`src/rtl/sprite_blitter_if.sv`:
```
// Bundle of command, sprite-ROM read and frame-buffer write signals for sprite_blitter.
// The slave modport is the blitter; master is whatever issues blits and hosts the memories.
interface sprite_blitter_if;
    logic        start;
    logic [15:0] src_base;
    logic [6:0]  spr_w;
    logic [6:0]  spr_h;
    logic [8:0]  dst_x;
    logic [7:0]  dst_y;
    logic        mirror;
    logic [15:0] src_addr;
    logic [11:0] src_data;
    logic [17:0] fb_addr;
    logic [11:0] fb_data;
    logic        fb_we;
    logic        busy;
    logic        done;

    modport slave (
        input  start, src_base, spr_w, spr_h, dst_x, dst_y, mirror, src_data,
        output src_addr, fb_addr, fb_data, fb_we, busy, done
    );

    modport master (
        output start, src_base, spr_w, spr_h, dst_x, dst_y, mirror, src_data,
        input  src_addr, fb_addr, fb_data, fb_we, busy, done
    );
endinterface

```
`src/rtl/sprite_blitter.sv`:
```
// Copies a sprite from ROM into the frame buffer at one pixel per clock, skipping key-colour
// pixels and clipping at the buffer edge. Horizontal mirroring is built only with BLIT_MIRROR_EN.
module sprite_blitter #(
    parameter int          VBUF_W    = 320,
    parameter int          VBUF_H    = 240,
    parameter logic [11:0] KEY_COLOR = 12'h0F0
) (
    input  logic clk,
    input  logic reset_n,
    sprite_blitter_if.slave bus
);
    typedef enum logic [1:0] {IDLE, RUN, DRAIN, DONE} state_t;

    state_t      state;
    logic [6:0]  w_q, h_q;
    logic [8:0]  dx_q;
    logic [7:0]  dy_q;
    logic [6:0]  col, row;
    logic [15:0] row_base;
    logic [15:0] src_addr_q;
    logic [17:0] fb_addr_q;
    logic        wr_valid, wr_clip;
    logic        busy_q, done_q;

    logic        last_col, last_row;
    logic [6:0]  next_col, next_scol, start_scol;
    logic [15:0] next_row_base;
    logic [9:0]  pix_x;
    logic [8:0]  pix_y;

`ifdef BLIT_MIRROR_EN
    logic        mir_q;
`else
    logic        unused_mirror;
    assign unused_mirror = bus.mirror;
`endif

    // row_base tracks src_base + row*spr_w so no multiplier sits on the read-address path.
    always_comb begin
        last_col      = (col == w_q - 7'd1);
        last_row      = (row == h_q - 7'd1);
        next_col      = last_col ? 7'd0 : col + 7'd1;
        next_row_base = last_col ? row_base + {9'd0, w_q} : row_base;
`ifdef BLIT_MIRROR_EN
        next_scol     = mir_q ? (w_q - 7'd1 - next_col) : next_col;
        start_scol    = bus.mirror ? (bus.spr_w - 7'd1) : 7'd0;
`else
        next_scol     = next_col;
        start_scol    = 7'd0;
`endif
        pix_x         = {1'b0, dx_q} + {3'd0, col};
        pix_y         = {1'b0, dy_q} + {2'd0, row};
    end

    // Each issued address carries its destination and clip flag one stage forward to meet the ROM data.
    always_ff @(posedge clk or negedge reset_n) begin
        if (!reset_n) begin
            state      <= IDLE;
            w_q        <= '0;
            h_q        <= '0;
            dx_q       <= '0;
            dy_q       <= '0;
            col        <= '0;
            row        <= '0;
            row_base   <= '0;
            src_addr_q <= '0;
            fb_addr_q  <= '0;
            wr_valid   <= 1'b0;
            wr_clip    <= 1'b0;
            busy_q     <= 1'b0;
            done_q     <= 1'b0;
`ifdef BLIT_MIRROR_EN
            mir_q      <= 1'b0;
`endif
        end else begin
            case (state)
                IDLE: begin
                    done_q <= 1'b0;
                    if (bus.start) begin
                        w_q        <= bus.spr_w;
                        h_q        <= bus.spr_h;
                        dx_q       <= bus.dst_x;
                        dy_q       <= bus.dst_y;
`ifdef BLIT_MIRROR_EN
                        mir_q      <= bus.mirror;
`endif
                        col        <= '0;
                        row        <= '0;
                        row_base   <= bus.src_base;
                        src_addr_q <= bus.src_base + {9'd0, start_scol};
                        if (bus.spr_w == 7'd0 || bus.spr_h == 7'd0) begin
                            state  <= DONE;
                            done_q <= 1'b1;
                        end else begin
                            state  <= RUN;
                            busy_q <= 1'b1;
                        end
                    end
                end
                RUN: begin
                    wr_valid  <= 1'b1;
                    wr_clip   <= (pix_x >= 10'(VBUF_W)) | (pix_y >= 9'(VBUF_H));
                    fb_addr_q <= 18'(pix_y) * 18'(VBUF_W) + 18'(pix_x);
                    if (last_col && last_row) begin
                        state <= DRAIN;
                    end else begin
                        col        <= next_col;
                        row_base   <= next_row_base;
                        src_addr_q <= next_row_base + {9'd0, next_scol};
                        if (last_col) begin
                            row <= row + 7'd1;
                        end
                    end
                end
                DRAIN: begin
                    wr_valid <= 1'b0;
                    busy_q   <= 1'b0;
                    done_q   <= 1'b1;
                    state    <= DONE;
                end
                DONE: begin
                    done_q <= 1'b0;
                    state  <= IDLE;
                end
                default: state <= IDLE;
            endcase
        end
    end

    assign bus.src_addr = src_addr_q;
    assign bus.fb_addr  = fb_addr_q;
    assign bus.fb_data  = bus.src_data;
    assign bus.fb_we    = wr_valid & ~wr_clip & (bus.src_data != KEY_COLOR);
    assign bus.busy     = busy_q;
    assign bus.done     = done_q;
endmodule

```
`src/flat_wrapper.sv`:
```
// flat-port wrapper written by rule: the top's interface ports become plain ports
module sprite_blitter_flat 
#(
    parameter int          VBUF_W    = 320,
    parameter int          VBUF_H    = 240,
    parameter logic [11:0] KEY_COLOR = 12'h0F0
)
  (clk, reset_n, bus_start, bus_src_base, bus_spr_w, bus_spr_h, bus_dst_x, bus_dst_y, bus_mirror, bus_src_data, bus_src_addr, bus_fb_addr, bus_fb_data, bus_fb_we, bus_busy, bus_done);
  sprite_blitter_if bus_i ();
  input  logic clk;
  input  logic reset_n;
  input wire logic [$bits(bus_i.start)-1:0] bus_start;
  input wire logic [$bits(bus_i.src_base)-1:0] bus_src_base;
  input wire logic [$bits(bus_i.spr_w)-1:0] bus_spr_w;
  input wire logic [$bits(bus_i.spr_h)-1:0] bus_spr_h;
  input wire logic [$bits(bus_i.dst_x)-1:0] bus_dst_x;
  input wire logic [$bits(bus_i.dst_y)-1:0] bus_dst_y;
  input wire logic [$bits(bus_i.mirror)-1:0] bus_mirror;
  input wire logic [$bits(bus_i.src_data)-1:0] bus_src_data;
  output wire logic [$bits(bus_i.src_addr)-1:0] bus_src_addr;
  output wire logic [$bits(bus_i.fb_addr)-1:0] bus_fb_addr;
  output wire logic [$bits(bus_i.fb_data)-1:0] bus_fb_data;
  output wire logic [$bits(bus_i.fb_we)-1:0] bus_fb_we;
  output wire logic [$bits(bus_i.busy)-1:0] bus_busy;
  output wire logic [$bits(bus_i.done)-1:0] bus_done;
  assign bus_i.start = bus_start;
  assign bus_i.src_base = bus_src_base;
  assign bus_i.spr_w = bus_spr_w;
  assign bus_i.spr_h = bus_spr_h;
  assign bus_i.dst_x = bus_dst_x;
  assign bus_i.dst_y = bus_dst_y;
  assign bus_i.mirror = bus_mirror;
  assign bus_i.src_data = bus_src_data;
  assign bus_src_addr = bus_i.src_addr;
  assign bus_fb_addr = bus_i.fb_addr;
  assign bus_fb_data = bus_i.fb_data;
  assign bus_fb_we = bus_i.fb_we;
  assign bus_busy = bus_i.busy;
  assign bus_done = bus_i.done;
  sprite_blitter #(.VBUF_W(VBUF_W), .VBUF_H(VBUF_H), .KEY_COLOR(KEY_COLOR)) u_core (.clk(clk), .reset_n(reset_n), .bus(bus_i));
endmodule
```
`config.mk`:
```
export PLATFORM = sky130hd
export DESIGN_NAME = sprite_blitter_flat
export DESIGN_NICKNAME = d
export VERILOG_FILES = /design/src/rtl/sprite_blitter_if.sv /design/src/rtl/sprite_blitter.sv /design/src/flat_wrapper.sv
export SDC_FILE = /design/constraint.sdc
export NUM_CORES = 1
export LEC_CHECK = 0
export BUFFER_PORTS_ARGS = -buffer_cell sky130_fd_sc_hd__buf_2
export CAP_MARGIN = 10
export CORE_ASPECT_RATIO = 0.7
export CORE_MARGIN = 4
export CORE_UTILIZATION = 35
export DETAILED_ROUTE_END_ITERATION = 16
export GPL_TIMING_DRIVEN = 0
export HOLD_SLACK_MARGIN = 0.05
export SYNTH_ARGS = -nofsm -noshare
export SYNTH_HDL_FRONTEND = slang
export SYNTH_SLANG_ARGS = --single-unit
```
`constraint.sdc`:
```
create_clock -name clk -period 4.7 [get_ports clk]
set_input_delay 1.175 -clock clk [delete_from_list [all_inputs] [get_ports clk]]
set_output_delay 1.175 -clock clk [all_outputs]
set_load 0.03 [all_outputs]
```
* After elaboration in Yosys (flattened, before gate mapping)
Cells that the tools add are included.
** Storage, ports and cells
- Input bits :: 63
- Register bits after elaboration :: 101
- Bits in latches :: 0
- Output and inout port bits :: 49
- Memories kept :: 0
- Memory bits (writable) :: 0
- Memory bits (read-only) :: 0
- Word-level logic and storage cells :: 79
** Operators by class
- Div/mod/pow operators :: 0
- Order comparisons :: 2
- Multiply operators :: 1
- Shift-type cells :: 0
- Add/sub/neg operators :: 9
- Eq/ne operators :: 11
- Reduce and logical (&&, ||, !) cells :: 14
- Multiplexer cells :: 24
- Bitwise logic cells :: 4
** Operators by type and width (count)
- 16-bit 2-to-1 mux :: 4
- 16-bit case mux with 2 select lines :: 2
- 7-bit 2-to-1 mux :: 5
- 16-bit by 7-bit adder with 16-bit output :: 2
- 7-bit case mux with 2 select lines :: 2
- 18-bit by 10-bit adder with 18-bit output :: 1
- 7-bit by 1-bit adder with 7-bit output, second input constant :: 2
- 7-bit equality test :: 2
- 7-bit logical NOT :: 2
- 7-bit by 1-bit subtractor with 7-bit output, second input constant :: 2
- 9-bit by 3-bit multiplier with 12-bit output, second input constant :: 1
- 12-bit by 8-bit inequality test with 1-bit output, second input constant :: 1
- 9-bit by 7-bit adder with 10-bit output :: 1
- 10-bit by 9-bit greater-or-equal comparator with 1-bit output, second input constant :: 1
- 8-bit by 7-bit adder with 9-bit output :: 1
- 9-bit by 8-bit greater-or-equal comparator with 1-bit output, second input constant :: 1
- 2-bit case mux with 4 select lines :: 1
- 2-bit 2-to-1 mux :: 3
- 2-bit inequality test, second input constant :: 3
- 3-bit AND reduction :: 2
- 2-bit nonzero test :: 3
- 2-bit equality test, second input constant :: 2
- 1-bit 2-to-1 mux :: 4
- 2-bit by 1-bit inequality test with 1-bit output, second input constant :: 2
- 12 further kinds :: 15

* Depth between registers and ports, before layout
Gate-level depths: netlist (run 1).
- Depth after elaboration :: 6
- Mapped depth :: 22
- Depth with buffers taken out :: 19

* Worst setup path after synthesis (run 1)
Ideal clock, no wire load.
- Kind :: reg-to-reg
- Start :: reg u_core.w_q[1]
- End :: reg u_core.src_addr_q[10] (netlist: u_core.bus.src_addr[10])
- Clock period less this slack :: 4.609 ns
- Library setup time :: 0.126 ns
- Path buffers :: 3
- Stages on the path, launching flop included :: 23
- Arrival :: 4.482 ns
- Data required time :: 4.574 ns
- Slack :: 0.091 ns
- Cells stage by stage :: dfrtp_1 -> inv_1 -> ha_1 -> or3b_4 -> o31a_1 -> o2111ai_2 -> or3_1 -> buf_6 -> clkbuf_1 -> clkbuf_1 -> nand2_1 -> nand2_1 -> ha_1 -> inv_1 -> fa_1 -> nor2b_1 -> o21a_1 -> o21ai_0 -> a21o_1 -> nor4_1 -> nor3_1 -> mux2i_1 -> a311o_1
** Between the ends
- Word-level cells in the longest chain between the ends :: 6
- Elaborated cells on any way between the ends :: 11
- Classes of those cells :: add/sub (3); eq/ne (2); mux (4); reduce/logical (2)
** RTL lines
- start, declared :: line sprite_blitter.sv:15 : logic [6:0] w_q, h_q;
- start signal, assigned :: line sprite_blitter.sv:80 : w_q <= bus.spr_w;
- 7-bit by 1-bit subtractor with 7-bit output :: line sprite_blitter.sv:40 : last_col = (col == w_q - 7'd1);
- 7-bit equality test :: line sprite_blitter.sv:40
- 16-bit 2-to-1 mux / 7-bit 2-to-1 mux (equally long branches) :: line sprite_blitter.sv:43, sprite_blitter.sv:42
- 16-bit by 7-bit adder with 16-bit output :: line sprite_blitter.sv:109 : src_addr_q <= next_row_base + {9'd0, next_scol};
- 16-bit 2-to-1 mux :: line sprite_blitter.sv:104 : if (last_col && last_row) begin
- 16-bit case mux with 2 select lines :: line sprite_blitter.sv:76 : case (state)
- end signal, assigned :: line sprite_blitter.sv:90 : src_addr_q <= bus.src_base + {9'd0, start_scol};
- end signal, assigned :: line sprite_blitter.sv:109
- end, declared :: line sprite_blitter.sv:20 : logic [15:0] src_addr_q;
Parallel ways exist; a longest one is shown, timed or not. The select of a mux whose other input is x is not followed.
A chain may end at the register's enable or synchronous reset.

* Worst setup path in the final report (run 1)
- Start :: reg u_core.w_q[0]
- End :: reg u_core.src_addr_q[10] (netlist: u_core.bus.src_addr[10])
Same word-level chain as after synthesis.

==> results of run 1 <==
kinds of logic after synthesis:
logic type                 after synthesis
AOI/OAI and AO/OA                      201
and+or+nand+nor                        258
muxes                                   52
buffers and inverters                   80
DFF                                    101
adders and majority gates               57
xor gates and xnor gates                66
critical path: stages (launching register included):
cell       delay, ns
dfrtp_2         0.44
inv_1           0.07
ha_2            0.17
or3b_4          0.41
o31a_1          0.33
o2111ai_4       0.24
buf_4           0.17
nor3_4          0.04
buf_2           0.22
nor2_2          0.14
ha_2            0.19
inv_1           0.06
fa_2            0.40
nor2b_2         0.14
o21a_1          0.19
o21ai_2         0.10
a21o_1          0.21
nor4b_2         0.30
nor3_2          0.11
mux2i_1         0.14
a311o_1         0.28
final cells by class:
cell class                      instances  share of cell area
Clock buffer                           10              0.0265
Inverter                               32              0.0133
Multi-Input combinational cell        634               0.523
Sequential cell                       101               0.281
Buffer                                 47              0.0285
Tap cell                              276              0.0383
Timing Repair Buffer                  129              0.0794
Clock inverter                          6              0.0105
placed cells by master, fill, tap and decap left out, types with 10 or more instances in the layout:
cell	count
xor2_1	19
xnor2_1	45
dfrtp_1	99
a21o_1	13
clkbuf_1	21
ha_1	49
nor2b_1	15
inv_1	32
nor3_1	20
o21a_1	10
and3_1	12
a21oi_1	43
a211oi_1	11
nand2_1	67
nand3_1	22
nor2_1	57
o21ai_0	58
mux2_2	41
buf_2	115
buf_4	31
per-layer routing:
metal / part of all wire / vias to the layer above / global-route usage
li1: - / 3208 / -
met1: 0.53 / 3153 / 0.295
met2: 0.40 / 236 / 0.262
met3: 0.068 / 14 / 0.0401
met4: 0.0071 / 0 / 0.0326
met5: 0 / - / 0
repair_timing:
action | 4_1_cts | 5_1_grt
resized for setup | 26 | 24
hold buffers | 0 | 0
buffers inserted | 2 | 16
setup endpoints to repair | 11 | 13
pin swaps | 1 | 13
per-stage QoR:
stage          hold WS [ns]  total power [mW]  setup TNS, ns  std cells  area [um^2]
2_1_floorplan         0.469             0.908              0        815         7430
5_1_grt               0.507              1.87        -0.0870       1235         9010
6_report              0.478              1.80              0       1235         9010
4_1_cts               0.483              1.82              0       1220         8820
3_5_place_dp          0.465             0.967          -5.64       1202         8360
3_3_place_gp          0.462             0.964          -4.66       1201         8330
how the worst max path moves through the flow:
stage	startpoint	endpoint	slack, ns	cells after the start
global placement	u_core.w_q[0]	u_core.bus.src_addr[12]	-0.77	22
floorplan	u_core.w_q[1]	u_core.bus.src_addr[10]	0.09	22
CTS	u_core.w_q[1]	u_core.bus.src_addr[15]	0.01	20
global route	u_core.w_q[0]	u_core.bus.src_addr[15]	-0.03	19
detailed placement	u_core.w_q[1]	u_core.bus.src_addr[12]	-0.91	22
finish	u_core.w_q[0]	u_core.bus.src_addr[10]	0.22	20
where the power goes:
group	leakage, nW	switching (mW)	internal, mW
Clock	0.163	0.365	0.487
Sequential	1.30	0	0.868
Combinational	2.78	0.0468	0.0326
Total	4.24	0.412	1.39
state kept, by name, indices dropped and copies added (netlist names):
signal / count
u_core.bus.busy: 1
u_core.bus.done: 1
u_core.bus.fb_addr: 18
u_core.bus.src_addr: 16
u_core.col: 7
u_core.dx_q: 9
u_core.dy_q: 8
u_core.h_q: 7
u_core.row: 7
u_core.row_base: 16
u_core.state: 2
u_core.w_q: 7
u_core.wr_clip: 1
u_core.wr_valid: 1
==> results.py, run 1 <==
metrics = {
    "clock_tree": {
        "cts_made_buffers": 9,
        "h-tree-depth": 3,
        "root_buffer": "clkbuf_16",
        "cts_sinks": 101,
        "cts_tree": "done",
        "clk_path_buf_depth": 2,
        "clkTransAtPathRegs_ns": 0.08,
        "worstSkewPairLatency_ns": 0.36,
    },
    "timing": {
        "drv_slew": 0,
        "slew_headroom": 0.435,
        "hold_violations": 0,
        "skew_ns": 0.0135,
        "setup_viol": 0,
        "fin_crit_sh": 0.953,
        "worst_slack_ns": 0.219,
        "min_period_ns": 4.48,
        "fmaxAchievable_mhz": 223,
        "max_slew.worst_pin.slew_ns": 0.847,
    },
    "setup_path": {
        "reg2reg_depth": 20,
        "required_ns": 4.94,
        "reg2reg_from": "u_core.w_q[0]",
        "r2r_setup_slack_ns": 0.22,
        "r2r_end": "u_core.bus.src_addr[10]",
        "worstSetupPathType": "register to register",
        "startpoint_type": "register",
        "arrival_ns": 4.72,
        "path_max_fanout": 10,
        "endpoint_kind": "register",
    },
    "floorplan": {
        "ios": 112,
        "die_area_um2": 23700,
        "num_rows": 44,
        "die_w_um": 182,
        "dieHeight_um": 130,
        "start_util": 0.357,
        "core_um2": 20800,
    },
    "synth": {
        "netlist_area_um2": 7430,
        "synth_top_family_by_area": "compound AO/OA/AOI/OAI gates",
        "synth_top_flop_cell": "dfrtp_1",
        "ys_ff_latch": 101,
        "synth_compound_area_frac": 0.177,
        "synth.most_common_cell": "dfrtp_1",
        "syn-num-nets": 935,
        "synth_enable_flop_cells": 0,
        "synth.top_cell.area_share": 0.340,
        "synth_area_per_cell_um2": 9.12,
        "synth-simple-area-share": 0.176,
        "async_reset_ff_frac": 1.00,
        "synth_cells": 815,
        "ys_top_cells_by_area": "dfrtp_1 34%, ha_1 8.6%, mux2_2 6.2%",
        "synth_xor_area_frac": 0.0797,
        "ys_warn_count": 0,
        "synth_mux_area_frac": 0.0770,
        "synth_fa_ha_area_frac": 0.102,
        "yosysSeqAreaShare": 0.340,
        "synthDistinctLibCells": 67,
        "synth_top_area_cell": "dfrtp_1",
        "synth.top_cells.by_count": "101 x dfrtp_1, 68 x nand2_1, 60 x nor2_1, 60 x o21ai_0, 51 x ha_1",
    },
    "final_layout": {
        "syn_to_final_growth_pct": 21.3,
        "seq_area_um2": 2530,
        "fillCellCount": 2093,
        "fin_nets": 1074,
        "post-route-util": 0.433,
        "drive_gt1_frac": 0.265,
        "antennaDiodeCount": 0,
        "multiInputGateArea_um2": 4710,
    },
    "worst_hold_path": {
        "hold_start": "u_core.bus.src_addr[3]",
        "hold_class": "register to register",
        "worstHoldEndpoint": "u_core.bus.src_addr[3]",
        "hold_depth": 2,
    },
    "placed_design": {
        "dp_hpwl_mm": 16.6,
        "place_ws_ns": -0.911,
        "gp_congestion": 0.935,
        "io_buffers": 110,
    },
    "run_status": {
        "status": "finished clean",
    },
    "detailed_routing": {
        "avgRoutedWirePerCell_um": 17.6,
        "drt_pass1_iterations": 7,
        "drtAntennaViolNets": 0,
        "drt-total-wl_mm": 21.7,
        "num_vias": 6611,
        "routed_via_density": 5.35,
        "drc_errors": 0,
        "drt_iter0_drc": 506,
    },
    "global_routing": {
        "grt_max_degree": 55,
        "grt.overflow.total": 0,
        "antenna_found_initial": 0,
        "track_usage": 0.187,
        "grt_pass1_vias": 6489,
        "grt_pass1_wl_mm": 35.3,
    },
    "pwr": {
        "pwr_density_cell_nw_per_um2": 200,
        "vdd_drop_max_uv": 155,
        "leakage_nw": 4.24,
    },
    "run": {
        "drv_cap": 0,
    },
}
(Power assumes the default switching activity.)
==> run 2, diff against run 1 <==
- ABC_AREA: unset -> 1
==> results.py, run 2 <==
metrics = {
    "run_status": {
        "status": "finished clean",
    },
    "detailed_routing": {
        "drt_iter0_drc": 629,
        "drc_errors": 0,
        "routed_via_density": 4.87,
        "drt_pass1_iterations": 5,
        "drt-total-wl_mm": 22.0,
        "num_vias": 7127,
        "drtAntennaViolNets": 0,
        "avgRoutedWirePerCell_um": 15.1,
    },
    "timing": {
        "grt_setup_unrepaired": "false",
        "slew_headroom": 0.504,
        "hold_violations": 0,
        "fmaxAchievable_mhz": 237,
        "drv_slew": 0,
        "max_slew.worst_pin.slew_ns": 0.744,
        "min_period_ns": 4.22,
        "skew_ns": 0.0124,
        "fin_crit_sh": 0.899,
        "setup_tns_ns": 0,
        "setup_viol": 0,
    },
    "synth": {
        "synth.top_cells.by_count": "326 x nand2_1, 125 x inv_1, 101 x dfrtp_1",
        "syn-num-nets": 1178,
        "ys_top_cells_by_area": "dfrtp_1 34%, nand2_1 16%, ha_1 8.5%",
        "ys_warn_count": 0,
        "synth_cells": 1058,
        "synth_top_flop_cell": "dfrtp_1",
        "ys_ff_latch": 101,
        "synthDistinctLibCells": 43,
        "synth.most_common_cell": "nand2_1",
        "synth.top_cell.area_share": 0.336,
        "synth_top_area_cell": "dfrtp_1",
        "async_reset_ff_frac": 1.00,
        "synth_area_per_cell_um2": 7.10,
        "yosysSeqAreaShare": 0.336,
        "synth_enable_flop_cells": 0,
        "netlist_area_um2": 7510,
    },
    "pwr": {
        "pwr_density_cell_nw_per_um2": 763,
        "vdd_drop_max_uv": 246,
        "leakage_nw": 4.61,
    },
    "clock_tree": {
        "cts_made_buffers": 9,
        "h-tree-depth": 3,
        "cts_resized": 0,
        "cts_setup_buffers": 0,
        "cts_sinks": 101,
        "hold_buffers": 0,
        "worstSkewPairLatency_ns": 0.36,
        "cts_tree": "done",
        "clkTransAtPathRegs_ns": 0.08,
        "clk_path_buf_depth": 2,
        "root_buffer": "clkbuf_16",
    },
    "global_routing": {
        "grt_max_degree": 57,
        "grt_pass1_vias": 6585,
        "grt.overflow.total": 0,
        "track_usage": 0.188,
        "grt_pass1_wl_mm": 35.4,
        "antenna_found_initial": 0,
    },
    "floorplan": {
        "die_area_um2": 23900,
        "core_um2": 20900,
        "dieHeight_um": 131,
        "num_rows": 44,
        "start_util": 0.359,
        "ios": 112,
        "die_w_um": 183,
    },
    "setup_path": {
        "required_ns": 4.96,
        "worstSetupPathType": "register to register",
        "startpoint_type": "register",
        "crit_path_frequent_cell": "nand2_1",
        "crit_slowest_cell": "dfrtp_1",
        "cp_num_buf_inv": 4,
        "critical_path.max_stage_delay_ns": 0.47,
        "arrival_ns": 4.48,
        "critical-path-top-delay-family": "simple AND/OR/NAND/NOR gates",
        "path_max_fanout": 10,
        "endpoint_kind": "register",
    },
    "worst_hold_path": {
        "hold_class": "register to register",
    },
    "final_layout": {
        "largest_reg_flops": 18,
        "fin_nets": 1302,
        "layout_common_cells": "326 x nand2_1, 125 x inv_1, 118 x buf_2",
        "mostFrequentLayoutCell": "nand2_1",
        "syn_to_final_growth_pct": 16.3,
        "fin_area_um2": 8740,
        "drive_gt1_frac": 0.161,
        "antennaDiodeCount": 0,
    },
    "placed_design": {
        "io_buffers": 110,
        "place_area_um2": 8440,
        "gp_congestion": 0.899,
        "dp_hpwl_mm": 17.6,
    },
    "run": {
        "drv_cap": 0,
    },
}
-- run 2: cell count changes in the layout (fill, tap and decap cells not counted), sizes merged, moves of 26 or more --
cell and delta:
nand2 +270, inv +99, mux2 -41, nand3 +41, xnor2 -27, nor2 +26
-- run 2: worst register-to-register path: cells and delay by family (launching register included) --
family	cells	cell delay, ns
buf+inv	4	0.51
flops	1	0.47
compound gates	2	0.35
simple gates	23	1.92
fa+ha+maj	3	0.87
-- run 2: worst paths after layout --
path	slack (ns)	start	endpoint	cells past startpoint
min in group asynchronous	0.88	reset_n	u_core.dy_q[5]	1
min	0.47	u_core.bus.fb_addr[16]	u_core.bus.fb_addr[16]	2
max reg2reg	0.48	u_core.w_q[0]	u_core.bus.src_addr[12]	32
max	0.48	u_core.w_q[0]	u_core.bus.src_addr[12]	32
max in group asynchronous	3.13	reset_n	u_core.row_base[14]	2
min reg2reg	0.47	u_core.bus.fb_addr[16]	u_core.bus.fb_addr[16]	2
-- run 2: final cells by class --
type	count	area, um^2
Fill cell	2199	12200
Multi-Input combinational cell	786	4260
Sequential cell	101	2530
Timing Repair Buffer	113	596
Inverter	130	489
Tap cell	276	345
Buffer	41	236
Clock buffer	9	225
Clock inverter	7	57.6
-- run 2: where the power goes --
part	total, mW	switching (mW)	internal (mW)
sequential	1.60	0.336	1.26
combinational	4.33	2.87	1.45
clock	0.738	0.370	0.368
-- run 2: cell families after synthesis --
logic type / Yosys count / share of synthesized area
flip-flops: 101 / 0.336
AO/OA/AOI/OAI: 168 / 0.124
AND/OR/NAND/NOR: 515 / 0.289
adder cells (fa/ha/maj): 57 / 0.101
buffers and inverters: 171 / 0.0966
XOR/XNOR: 46 / 0.0536
-- run 2: metrics by stage --
step / total power, mW / worst slack (ns) / cells / hold WS (ns) / utilization
after floorplan: 4.70 / 1.20 / 1058 / 0.453 / -
after global placement: 5.83 / 0.415 / 1444 / 0.463 / 0.402
after detailed placement: 5.88 / 0.403 / 1445 / 0.460 / 0.403
after CTS: 6.65 / 0.385 / 1461 / 0.478 / 0.417
after global routing: 7.36 / 0.00487 / 1463 / 0.504 / 0.418
final: 6.66 / 0.476 / 1463 / 0.471 / 0.418
-- run 2: layer usage --
metal	global-route usage	up-vias	wire (um)
li1	-	3633	-
met1	0.307	3233	11800
met2	0.252	246	8420
met3	0.0368	15	1600
met4	0.0368	0	251
met5	0	-	0
==> run 3, diff against run 2 <==
--- a/config.mk
+++ b/config.mk
@@ -15,4 +15,5 @@
 export GPL_TIMING_DRIVEN = 0
 export HOLD_SLACK_MARGIN = 0.05
+export PLACE_DENSITY = 0.63
 export SYNTH_ARGS = -nofsm -noshare
 export SYNTH_HDL_FRONTEND = slang
==> constraint.sdc (replaced) <==
create_clock -name clk -period 4.7 [get_ports clk]
set_input_delay 0.47 -clock clk [delete_from_list [all_inputs] [get_ports clk]]
set_output_delay 0.47 -clock clk [all_outputs]
set_load 0.03 [all_outputs]
==> results.py, run 3 (synthesis results as in run 2) <==
metrics = {
    "global_routing": {
        "grt_pass1_wl_mm": 34.8,
        "grt_max_degree": 63,
        "antenna_found_initial": 0,
        "track_usage": 0.185,
        "grt_pass1_vias": 6623,
        "grt.overflow.total": 0,
    },
    "final_layout": {
        "syn_to_final_growth_pct": 15.8,
        "stdcell_count": 1460,
        "fin_nets": 1300,
        "fillCellCount": 2217,
        "drive_gt1_frac": 0.158,
        "layout_common_cells": "326 x nand2_1, 125 x inv_1, 118 x buf_2",
        "largest_reg_flops": 18,
        "mostFrequentLayoutCell": "nand2_1",
        "antennaDiodeCount": 0,
        "post-route-util": 0.416,
    },
    "detailed_routing": {
        "drt_iter0_drc": 561,
        "routed-wl-met2_mm": 8.43,
        "avgRoutedWirePerCell_um": 14.9,
        "top_layer": "met4",
        "routed_via_density": 4.86,
        "drtAntennaViolNets": 0,
        "drt-total-wl_mm": 21.7,
        "num_vias": 7100,
        "drt_pass1_iterations": 5,
        "wl_met3_mm": 1.63,
        "met1_length_mm": 11.4,
        "drc_errors": 0,
    },
    "clock_tree": {
        "cts_tree": "done",
        "clkTransAtPathRegs_ns": 0.07,
        "hold_buffers": 0,
        "cts_setup_buffers": 0,
        "root_buffer": "clkbuf_16",
        "h-tree-depth": 3,
        "cts_made_buffers": 9,
        "cts_sinks": 101,
        "cts_resized": 0,
        "clk_path_buf_depth": 2,
        "worstSkewPairLatency_ns": 0.36,
    },
    "timing": {
        "hold_slack_ns": 0.203,
        "drv_slew": 0,
        "grt_setup_unrepaired": "false",
        "slew_headroom": 0.459,
        "max_slew.worst_pin.slew_ns": 0.812,
        "fin_crit_sh": 0.919,
        "min_period_ns": 4.32,
        "hold_violations": 0,
        "fmaxAchievable_mhz": 232,
        "setup_viol": 0,
        "setup_tns_ns": 0,
        "skew_ns": 0.00817,
    },
    "worst_hold_path": {
        "hold_class": "input port to async pin",
    },
    "floorplan": {
        "core_um2": 20900,
        "dieHeight_um": 131,
        "die_area_um2": 23900,
        "ios": 112,
        "start_util": 0.359,
        "die_w_um": 183,
        "num_rows": 44,
    },
    "setup_path": {
        "worstSetupPathType": "register to register",
        "path_max_fanout": 10,
        "crit_path_frequent_cell": "nand2_1",
        "endpoint_kind": "register",
        "required_ns": 4.96,
        "critical_path.max_stage_delay_ns": 0.51,
        "startpoint_type": "register",
        "arrival_ns": 4.58,
        "crit_slowest_cell": "dfrtp_1",
        "r2r_setup_slack_ns": 0.38,
    },
    "placed_design": {
        "gp_congestion": 0.916,
        "dp_cells": 1445,
        "dp_hpwl_mm": 17.3,
        "io_buffers": 110,
    },
    "run_status": {
        "status": "finished clean",
    },
    "pwr": {
        "leakage_nw": 4.58,
        "pwr_density_cell_nw_per_um2": 760,
        "power.total_mw": 6.61,
        "vdd_drop_max_uv": 246,
    },
    "run": {
        "drv_cap": 0,
    },
}
-- run 3: cell count changes in the layout (fill, tap and decap cells not counted), sizes merged --
cell	before	now
buf	140	138
clkbuf	23	24
clkinv	5	3
clkinvlp	0	2
inv	132	130
-- run 3: metal layers --
| layer | up-vias | GRT usage |
|---|---|---|
| met4 | 0 | 0.0460 |
| met1 | 3231 | 0.290 |
| li1 | 3634 | - |
| met2 | 214 | 0.257 |
| met3 | 21 | 0.0404 |
| met5 | - | 0 |
-- run 3: area by class of cell --
| cell class | instances | area, um^2 | area share |
|---|---|---|---|
| plain buffers | 41 | 236 | 0.0272 |
| clock buffers | 10 | 229 | 0.0263 |
| clock inverters | 5 | 37.5 | 0.00432 |
| inverters | 130 | 489 | 0.0562 |
| multi-input cells | 786 | 4260 | 0.490 |
| flip-flops and latches | 101 | 2530 | 0.291 |
| well taps | 276 | 345 | 0.0397 |
| repair buffers | 111 | 573 | 0.0659 |
-- run 3: report_power, final --
group          internal [mW]  total (mW)  switching [mW]  leakage (nW)
Sequential              1.26        1.59           0.330          1.25
Clock                  0.358       0.708           0.350         0.125
Combinational           1.45        4.31            2.86          3.21
Total                   3.07        6.61            3.54          4.58
-- run 3: path summary, 6_finish.rpt --
path / from / end / cells past startpoint
worst max-delay path: u_core.w_q[0] / u_core.bus.src_addr[12] / 30
worst min-delay path: reset_n / u_core.dy_q[6] / 1
worst max register to register: u_core.w_q[0] / u_core.bus.src_addr[12] / 30
worst min register to register: u_core.bus.fb_addr[6] / u_core.bus.fb_addr[6] / 2
max in group asynchronous: reset_n / u_core.row_base[10] / 2
min in group clk: bus_dst_y[4] / u_core.dy_q[4] / 3
-- run 3: per-stage QoR --
step	cell area, um^2	worst slack (ns)
finish	8700	0.380
global route	8700	0.0736
CTS	8700	0.481
detailed placement	8430	0.504
global placement	8410	0.529
floorplan	7510	1.20
-- run 3: critical path: cells and delay by family, from the launching register on --
kind                       cells  cell delay, ns
adders and majority gates      3            0.92
and+or+nand+nor               20            1.76
AOI/OAI and AO/OA              2            0.32
buffers and inverters          4            0.53
DFF                            1            0.51
xor gates and xnor gates       1            0.16
